`config.mk`:
```
export PLATFORM = sky130hd
export DESIGN_NAME = tag_lookup_pipe
export DESIGN_NICKNAME = d
export VERILOG_FILES = /design/src/rtl/tag_lookup_pkg.sv /design/src/rtl/tag_way_cmp.sv /design/src/rtl/tag_lookup_pipe.sv
export SDC_FILE = /design/constraint.sdc
export NUM_CORES = 1
export LEC_CHECK = 0
export CAP_MARGIN = 20
export CELL_PAD_IN_SITES_DETAIL_PLACEMENT = 1
export CELL_PAD_IN_SITES_GLOBAL_PLACEMENT = 1
export CORE_ASPECT_RATIO = 0.9
export CORE_UTILIZATION = 26
export DETAILED_ROUTE_END_ITERATION = 6
export GPL_TIMING_DRIVEN = 1
export PLACE_DENSITY_LB_ADDON = 0.1
export SLEW_MARGIN = 20
export SYNTH_ARGS = -nofsm -noshare
export SYNTH_HDL_FRONTEND = slang
export SYNTH_HIERARCHICAL = 1
export SYNTH_SLANG_ARGS = --single-unit
```
`constraint.sdc`:
```
create_clock -name clk -period 1.8 [get_ports clk]
set_input_delay 0.36 -clock clk [delete_from_list [all_inputs] [get_ports clk]]
set_output_delay 0.36 -clock clk [all_outputs]
set_load 0.02 [all_outputs]
```
`src/rtl/tag_lookup_pkg.sv`:
```
// Shared defaults and small way-vector helpers for the tag lookup pipeline.
// Way vectors are handled at a fixed maximum width and zero-extended by callers.
package tag_lookup_pkg;

    localparam int TAG_W_DEF = 25;
    localparam int WAYS_DEF  = 4;
    localparam int CNT_W_DEF = 16;

    // Largest associativity the helpers below can handle.
    localparam int WAY_VEC_MAX = 64;

    typedef logic [WAY_VEC_MAX-1:0] way_vec_t;

    // Index of the lowest set bit; 0 when no bit is set.
    function automatic int unsigned onehot_lowest_index(input way_vec_t v);
        int unsigned idx;
        idx = 0;
        for (int i = WAY_VEC_MAX - 1; i >= 0; i--) begin
            if (v[i]) begin
                idx = unsigned'(i);
            end
        end
        return idx;
    endfunction

    // True when two or more bits are set: clearing the lowest set bit leaves something.
    function automatic logic popcount_gt1(input way_vec_t v);
        return (v & (v - way_vec_t'(1))) != '0;
    endfunction

endpackage

```
`src/rtl/tag_way_cmp.sv`:
```
// One way of the set compare: full-width tag equality qualified by the way valid bit.
module tag_way_cmp #(
    parameter int TAG_W = 25
) (
    input  logic [TAG_W-1:0] req_tag,
    input  logic [TAG_W-1:0] way_tag,
    input  logic             way_valid,
    output logic             match
);

    assign match = way_valid && (way_tag == req_tag);

endmodule

```
`src/rtl/tag_lookup_pipe.sv`:
```
// Two-stage set-associative tag lookup: stage 1 registers the per-way match vector,
// stage 2 registers the hit summary. Saturating hit/miss counters count output transfers.
module tag_lookup_pipe
    import tag_lookup_pkg::*;
#(
    parameter int TAG_W = TAG_W_DEF,
    parameter int WAYS  = WAYS_DEF,
    parameter int CNT_W = CNT_W_DEF
) (
    input  logic                     clk,
    input  logic                     rst_n,

    input  logic                     in_valid,
    output logic                     in_ready,
    input  logic [TAG_W-1:0]         req_tag,
    input  logic [WAYS*TAG_W-1:0]    way_tags,
    input  logic [WAYS-1:0]          way_valid,

    output logic                     out_valid,
    input  logic                     out_ready,
    output logic                     hit,
    output logic [WAYS-1:0]          hit_vec,
    output logic [$clog2(WAYS)-1:0]  hit_way,
    output logic                     multi_hit,

    input  logic                     cnt_clr,
    output logic [CNT_W-1:0]         hit_cnt,
    output logic [CNT_W-1:0]         miss_cnt
);

    localparam int WAY_W = $clog2(WAYS);

    logic [WAYS-1:0]  cmp_vec;
    logic             s1_valid_reg;
    logic [WAYS-1:0]  s1_hit_vec_reg;
    logic             s1_adv;
    logic             s2_adv;
    logic             xfer;
    logic [WAY_W-1:0] s1_way;
    logic             s1_multi;

    generate
        for (genvar gi = 0; gi < WAYS; gi++) begin : g_way
            tag_way_cmp #(
                .TAG_W(TAG_W)
            ) u_cmp (
                .req_tag  (req_tag),
                .way_tag  (way_tags[gi*TAG_W +: TAG_W]),
                .way_valid(way_valid[gi]),
                .match    (cmp_vec[gi])
            );
        end
    endgenerate

    // Handshake depends only on pipeline state and out_ready, never on in_valid.
    assign s2_adv   = !out_valid || out_ready;
    assign s1_adv   = !s1_valid_reg || s2_adv;
    assign in_ready = s1_adv;
    assign xfer     = out_valid && out_ready;

    assign s1_way   = WAY_W'(onehot_lowest_index(way_vec_t'(s1_hit_vec_reg)));
    assign s1_multi = popcount_gt1(way_vec_t'(s1_hit_vec_reg));

    always_ff @(posedge clk or negedge rst_n) begin
        if (!rst_n) begin
            s1_valid_reg   <= 1'b0;
            s1_hit_vec_reg <= '0;
        end else if (s1_adv) begin
            s1_valid_reg <= in_valid;
            if (in_valid) begin
                s1_hit_vec_reg <= cmp_vec;
            end
        end
    end

    // Payload only loads with a valid stage-1 entry so a stalled or idle output stays stable.
    always_ff @(posedge clk or negedge rst_n) begin
        if (!rst_n) begin
            out_valid <= 1'b0;
            hit       <= 1'b0;
            hit_vec   <= '0;
            hit_way   <= '0;
            multi_hit <= 1'b0;
        end else if (s2_adv) begin
            out_valid <= s1_valid_reg;
            if (s1_valid_reg) begin
                hit       <= |s1_hit_vec_reg;
                hit_vec   <= s1_hit_vec_reg;
                hit_way   <= s1_way;
                multi_hit <= s1_multi;
            end
        end
    end

    // Clear takes priority over a coincident transfer.
    always_ff @(posedge clk or negedge rst_n) begin
        if (!rst_n) begin
            hit_cnt  <= '0;
            miss_cnt <= '0;
        end else if (cnt_clr) begin
            hit_cnt  <= '0;
            miss_cnt <= '0;
        end else if (xfer) begin
            if (hit) begin
                if (hit_cnt != '1) begin
                    hit_cnt <= hit_cnt + CNT_W'(1);
                end
            end else begin
                if (miss_cnt != '1) begin
                    miss_cnt <= miss_cnt + CNT_W'(1);
                end
            end
        end
    end

endmodule

```
==> results.ini, run 1 <==
[status]
status=finished with violations
violations=negative setup slack

[synthesis]
synth.most_common_cell=xor2_1
seq_area_frac_synth_pct=33.3
synthSimpleGateAreaFrac_pct=23.8
synthMuxAreaShare_pct=3.55
synth_edf_count=0
ys_warn_count=6
yosys.area.top_type=dfrtp_1
netlist.area_leader.share_pct=33.3
synthCells=376
synth.net_count=512
yosys.area_share.xor_xnor_pct=25.3
synth.distinct_cells=35
synth_area_per_cell_um2=9.20
yosys-top-cells-count=64 x xor2_1, 46 x dfrtp_1, 36 x xnor2_1, 24 x a21oi_1, 23 x nand3_1
async_flop_share_pct=100
syn-cell-area_um2=3460
ys_ff_latch=46
synth-main-ff-cell=dfrtp_1
synth_top_family_by_area=XOR/XNOR gates
synthAdderAreaFrac_pct=1.01
synth.top_cells.by_area=dfrtp_1 33%, xor2_1 16%, xnor2_1 9.1%
synth_compound_area_share_pct=11.1

[sta]
period_share_pct=102
report.final.setup_viol=8
hold_violations=0
hold_ws_ns=0.0442
tightest_slew_ns=0.429
fin_ws_ns=-0.0404
finalClockSkew_ns=0.00845
final.setup.tns_ns=-0.168
drv_slew=0
rsz0062_at_grt=yes
period_minus_slack_ns=1.84
fmax_ghz=0.543
relSlewSlack_pct=71.3

[clocking]
htree_levels=2
clk_pin_slew_ns=0.07
cts.sinks=46
clkLatencyLatePin_ns=0.29
root_buffer=clkbuf_16
cts_tree=done
clock_path_buffers=2
cts_hold_buffers=0
cts_inserted_buffers=5

[routing]
wire_per_inst_um=17.4
post-route-drc-count=0
drtAntennaViolNets=0
viasPerCell=5.00
num_vias=3853
drtIter0Drc=152
routed_wl_mm=13.4
dr.pass1.iters=4

[die]
coreArea_um2=12800
boundaryPins=176
die_x_um=124
fp.dieArea_um2=13800
initial_core_util_pct=26.9
die_y_um=111
row_count=39

[min_path]
min-delay-path-class=input port to async pin

[pwr]
power_uw=2830
ir_worst_vdd_uv=406
p_leak_uw=0.00254
powerDensity_nw_per_um2=449

[setup_path]
worst_ep_required_time_ns=2.02
startpoint_type=flip-flop
r2r-start=miss_cnt[3]
crit_slowest_cell=or4_4
path_common_cell=or4_4
critPathCaptureType=flip-flop
ff2ff_path_depth=4
rrSetupSlack_ns=-0.04
critPathMaxFanout=4
path_class=flip-flop to flip-flop
max_stage_delay_ns=0.62
crit_path_cell_trace=nand4_1, or4_4, or4_4, a21oi_2
cp.arrival_ns=2.06
r2r_end=miss_cnt[13]

[finish]
stdcell_count=771
nets=742
layout-drive-gt1-share_pct=22.9
n_antenna_cell=0
largestRegisters=hit_cnt: 16 flops, miss_cnt: 16 flops
syn2layout_area_growth_pct=81.9
final_area_um2=6290

[global_route]
grt_max_degree=47
grt_pass1_vias=4187
grt_pass1_wl_mm=21.5
antenna_found_initial=0
gr-usage-all-layers_pct=19.8
gr-total-overflow=0

[placed_design]
port_buffers=175
gp_congestion=0.828
dp_cells=757
placed_area_um2=5850
hpwlAfterDp_mm=10.9

[run]
drv_cap=0

[worst max-delay path: cells and delay by family, from the launching register on]
family / cells / cell delay (ns)
AND/OR/NAND/NOR: 3 / 1.29
AO/OA/AOI/OAI: 1 / 0.13
flip-flops: 1 / 0.36
[layer usage]
| metal | up-vias | wire length (um) | global-route usage [%] |
|---|---|---|---|
| met3 | 8 | 889 | 4.76 |
| met5 | - | 0 | 0 |
| li1 | 1855 | - | - |
| met1 | 1864 | 5210 | 22.6 |
| met4 | 0 | 151 | 3.86 |
| met2 | 126 | 7130 | 36.9 |
[power breakdown]
| group | internal (uW) | switching (uW) | total [uW] | leakage, uW |
|---|---|---|---|---|
| logic | 423 | 294 | 718 | 0.00184 |
| clock network | 651 | 408 | 1060 | 0.0000836 |
| registers | 1040 | 7.75 | 1050 | 0.000611 |
| total | 2110 | 710 | 2830 | 0.00254 |
[layout make-up]
class	count	area, um^2
Multi-Input combinational cell	313	2490
Clock buffer	5	125
Timing Repair Buffer	233	2230
Inverter	7	26.3
Fill cell	1461	6540
Clock inverter	3	40.0
Sequential cell	46	1170
Tap cell	164	205
[through the flow]
stage,setup slack [ns],utilization [%]
floorplan,-0.0592,-
CTS,-0.0261,47.8
global route,-0.103,49.0
finish,-0.0404,49.0
detailed placement,-0.512,45.6
global placement,-0.450,45.6
[cells in the final DEF (no fill, tap or decap), types with 3 or more instances in the layout]
cell             instances
nor3_1                   3
a21oi_2                  8
o31ai_1                 14
o41ai_1                  6
clkbuf_16                5
nand3_1                 21
xnor2_1                 36
or3_1                    6
buf_4                   54
xor2_1                  64
dfrtp_2                 15
buf_12                   3
dlygate4sd2_1           16
inv_1                    7
nor2_1                  10
nor4_1                   8
nand2_1                 17
nor4_2                  14
or4_1                   10
nand4_1                 17
nand3_2                  3
dlymetal6s2s_1          14
nor2b_1                  3
clkdlybuf4s50_1        144
mux2_2                   9
o21ai_0                  9
or3_4                    3
nor4_4                   3
or4_4                   10
dfrtp_1                 31
a21oi_1                 16
[kinds of logic after synthesis]
logic type	count (synthesis)
AND/OR/NAND/NOR	138
buffers and inverters	17
XOR/XNOR	100
adder cells (fa/ha/maj)	3
multiplexers	11
flip-flops	46
AO/OA/AOI/OAI	61
[worst max path at each step]
| stage | start | to | slack, ns | cells past startpoint |
|---|---|---|---|---|
| final | miss_cnt[3] | miss_cnt[13] | -0.04 | 4 |
| after global routing | miss_cnt[6] | miss_cnt[9] | -0.10 | 4 |
| after CTS | miss_cnt[1] | miss_cnt[12] | -0.03 | 5 |
| after detailed placement | out_ready | hit_cnt[13] | -0.51 | 6 |
| after global placement | out_ready | hit_cnt[13] | -0.45 | 6 |
| after floorplan | hit | miss_cnt[15] | -0.06 | 4 |
[what timing repair did]
| action | in CTS | in global routing |
|---|---|---|
| setup endpoints to repair | 22 | 36 |
| setup buffers | 3 | 2 |
| pin swaps | 11 | 17 |
| resized for setup | 36 | 40 |
| cloned | 1 | 0 |
No activity file was read; power rests on OpenSTA's default activity.
==> run 2: changes to the inputs <==
--- a/config.mk
+++ b/config.mk
@@ -5,11 +5,13 @@
 export SDC_FILE = /design/constraint.sdc
 export NUM_CORES = 1
 export LEC_CHECK = 0
+export ABC_CLOCK_PERIOD_IN_PS = 1800
 export CAP_MARGIN = 20
 export CELL_PAD_IN_SITES_DETAIL_PLACEMENT = 1
 export CELL_PAD_IN_SITES_GLOBAL_PLACEMENT = 1
 export CORE_ASPECT_RATIO = 0.9
-export CORE_UTILIZATION = 26
+export CORE_UTILIZATION = 27
+export CTS_BUF_LIST = sky130_fd_sc_hd__clkbuf_2
 export DETAILED_ROUTE_END_ITERATION = 6
 export GPL_TIMING_DRIVEN = 1
 export PLACE_DENSITY_LB_ADDON = 0.1
==> run 2 against run 1 <==
The flow still finishes with violations (negative setup slack); power is 22% lower; global-route usage is 0.42 points lower; combinational power decreased by 1%; cell count increased by 1.8%; die area down 3.6%; first-iteration DRC count is 26% lower; fmax fell by 2.0%; flip-flop and latch count is the same; setup slack got worse by 0.037 ns; register-to-register slack worse by 0.04 ns; largest cell class unchanged.
==> results.ini, run 2 (synthesis results as in run 1) <==
[sta]
rsz0062_at_grt=yes
period_share_pct=104  ; +2.1 points
fin_ws_ns=-0.0776  ; -0.0372 ns
report.final.setup_viol=8  ; unchanged
finalClockSkew_ns=0.0245  ; +0.0160 ns
relSlewSlack_pct=72.5  ; +1.2 points
final.setup.tns_ns=-0.323  ; -0.155 ns
hold_violations=0  ; unchanged
drv_slew=0  ; unchanged
period_minus_slack_ns=1.88  ; +0.0372 ns
tightest_slew_ns=0.409  ; -0.0199 ns
fmax_ghz=0.533  ; -2.0%

[finish]
fin_util_pct=50.2  ; +1.2 points
final_cell_mix=130 x clkdlybuf4s50_1, 68 x buf_4, 64 x xor2_1
final_common_cell=clkdlybuf4s50_1
nets=760  ; +2.4%
n_antenna_cell=0  ; unchanged
stdcell_count=785  ; +1.8%
layout-drive-gt1-share_pct=23.8  ; +0.94 points
final_area_um2=6160  ; -2.1%
largestRegisters=hit_cnt: 16 flops, miss_cnt: 16 flops
syn2layout_area_growth_pct=78.2

[placed_design]
placed_area_um2=5870  ; +0.34%
dp_cells=758  ; +0.13%
hpwlAfterDp_mm=10.4  ; -4.8%
port_buffers=175  ; unchanged
gp_congestion=0.798  ; -3.6%

[clocking]
htree_levels=2  ; unchanged
cts.sinks=46  ; unchanged
clock_path_buffers=2  ; unchanged
clkLatencyLatePin_ns=0.39  ; +0.10 ns
root_buffer=clkbuf_2
cts_tree=done
clk_pin_slew_ns=0.25  ; +0.18 ns
cts_inserted_buffers=5  ; unchanged

[pwr]
p_leak_uw=0.00258  ; +1.7%
powerDensity_nw_per_um2=358  ; -20%
ir_worst_vdd_uv=237  ; -42%
power_uw=2210  ; -22%

[setup_path]
worst_ep_required_time_ns=2.14  ; +0.12 ns
path_common_cell=or4_4
startpoint_type=flip-flop
crit_path_cell_trace=nand4_1, or4_4, or4_4, a21oi_2
critPathMaxFanout=4  ; unchanged
max_stage_delay_ns=0.62  ; about the same
crit_slowest_cell=or4_4
path_class=flip-flop to flip-flop
cp.arrival_ns=2.22  ; +0.16 ns
critPathCaptureType=flip-flop

[global_route]
gr-usage-all-layers_pct=19.4  ; -0.42 points
antenna_found_initial=0  ; unchanged
grt_pass1_vias=4208  ; +0.50%
grt_pass1_wl_mm=20.3  ; -5.3%
grt_max_degree=47  ; unchanged
gr-total-overflow=0  ; unchanged

[status]
status=finished with violations
violations=negative setup slack

[min_path]
min-delay-path-class=input port to async pin

[routing]
drtIter0Drc=113  ; -26%
dr.pass1.iters=4  ; unchanged
viasPerCell=4.98  ; -0.28%
wire_per_inst_um=16.3  ; -6.2%
drtAntennaViolNets=0  ; unchanged
routed_wl_mm=12.8  ; -4.5%
post-route-drc-count=0  ; unchanged
num_vias=3912  ; +1.5%

[die]
die_y_um=109  ; -1.8%
fp.dieArea_um2=13300  ; -3.6%
initial_core_util_pct=28.2  ; +1.2 points
die_x_um=121  ; -1.8%
boundaryPins=176  ; unchanged
coreArea_um2=12300  ; -4.4%
row_count=38  ; -2.6%

[run]
drv_cap=0  ; unchanged

## run 2: changes by cell type in the layout (fill, tap and decap cells not counted), moves of 4 or more
| cell | previous run | this run |
|---|---|---|
| buf_4 | 54 | 68 |
| nor4_1 | 8 | 13 |
| dlygate4sd2_1 | 16 | 35 |
| clkdlybuf4s50_1 | 144 | 130 |
| dlymetal6s2s_1 | 14 | 5 |
| clkbuf_2 | 0 | 10 |
| nor4_2 | 14 | 10 |
| clkbuf_16 | 5 | 0 |
## run 2: cell type report
class	count	area (um^2)
multi-input combinational	313	2420
timing repair buffer	251	2300
tap	160	200
fill	1440	6100
clock buffer	8	40.0
sequential	46	1170
inverter	7	26.3
## run 2: where the power goes
group | total (uW) | switching, uW | internal [uW]
registers | 1050 | 9.11 | 1040
logic | 708 | 274 | 433
clock network | 447 | 332 | 115
## run 2: path summary, 6_finish.rpt
kind	startpoint	to	slack, ns	depth (start not counted)
hold reg to reg	hit_way[1]	hit_way[1]	0.53	2
setup reg to reg	miss_cnt[5]	miss_cnt[9]	-0.08	4
hold / removal	rst_n	miss_cnt[4]	0.44	3
max in group asynchronous	rst_n	hit_cnt[6]	1.10	3
min in group clk	hit_way[1]	hit_way[1]	0.53	2
setup / recovery	miss_cnt[5]	miss_cnt[9]	-0.08	4
## run 2: repair_timing
action                     CTS  global route
hold buffers                 1             0
pin swaps                    5            11
hold endpoints to repair    46             0
gates resized for setup     47            40
gates cloned                 0             2
setup endpoints to repair   52            37
setup buffers               11             5
## run 2: routing by layer
layer	up-vias	track usage [%]	share of wire (%)
met2	105	37.3	53
met3	16	4.62	5.8
li1	1903	-	-
met5	-	0	0
met4	0	4.23	1.8
met1	1888	21.5	40
## run 2: metrics by stage
| step | setup slack, ns | hold slack (ns) |
|---|---|---|
| global route | -0.155 | 0.432 |
| floorplan | -0.0592 | 0.0644 |
| CTS | -0.0870 | 0.418 |
| finish | -0.0776 | 0.439 |
| detailed placement | -0.490 | 0.366 |
| global placement | -0.460 | 0.367 |
## run 2: critical path: cells and delay by family (launching register included)
kind / cells / cell delay (ns)
AO/OA/AOI/OAI: 1 / 0.13
flip-flops: 1 / 0.42
AND/OR/NAND/NOR: 3 / 1.27
==> run 3: changes to the inputs <==
--- a/config.mk
+++ b/config.mk
@@ -5,6 +5,7 @@
 export SDC_FILE = /design/constraint.sdc
 export NUM_CORES = 1
 export LEC_CHECK = 0
+export ABC_AREA = 0
 export ABC_CLOCK_PERIOD_IN_PS = 1800
 export CAP_MARGIN = 20
 export CELL_PAD_IN_SITES_DETAIL_PLACEMENT = 1
==> results of run 3 <==
No change in the layout: final DEF, timing and power equal those of run 2.
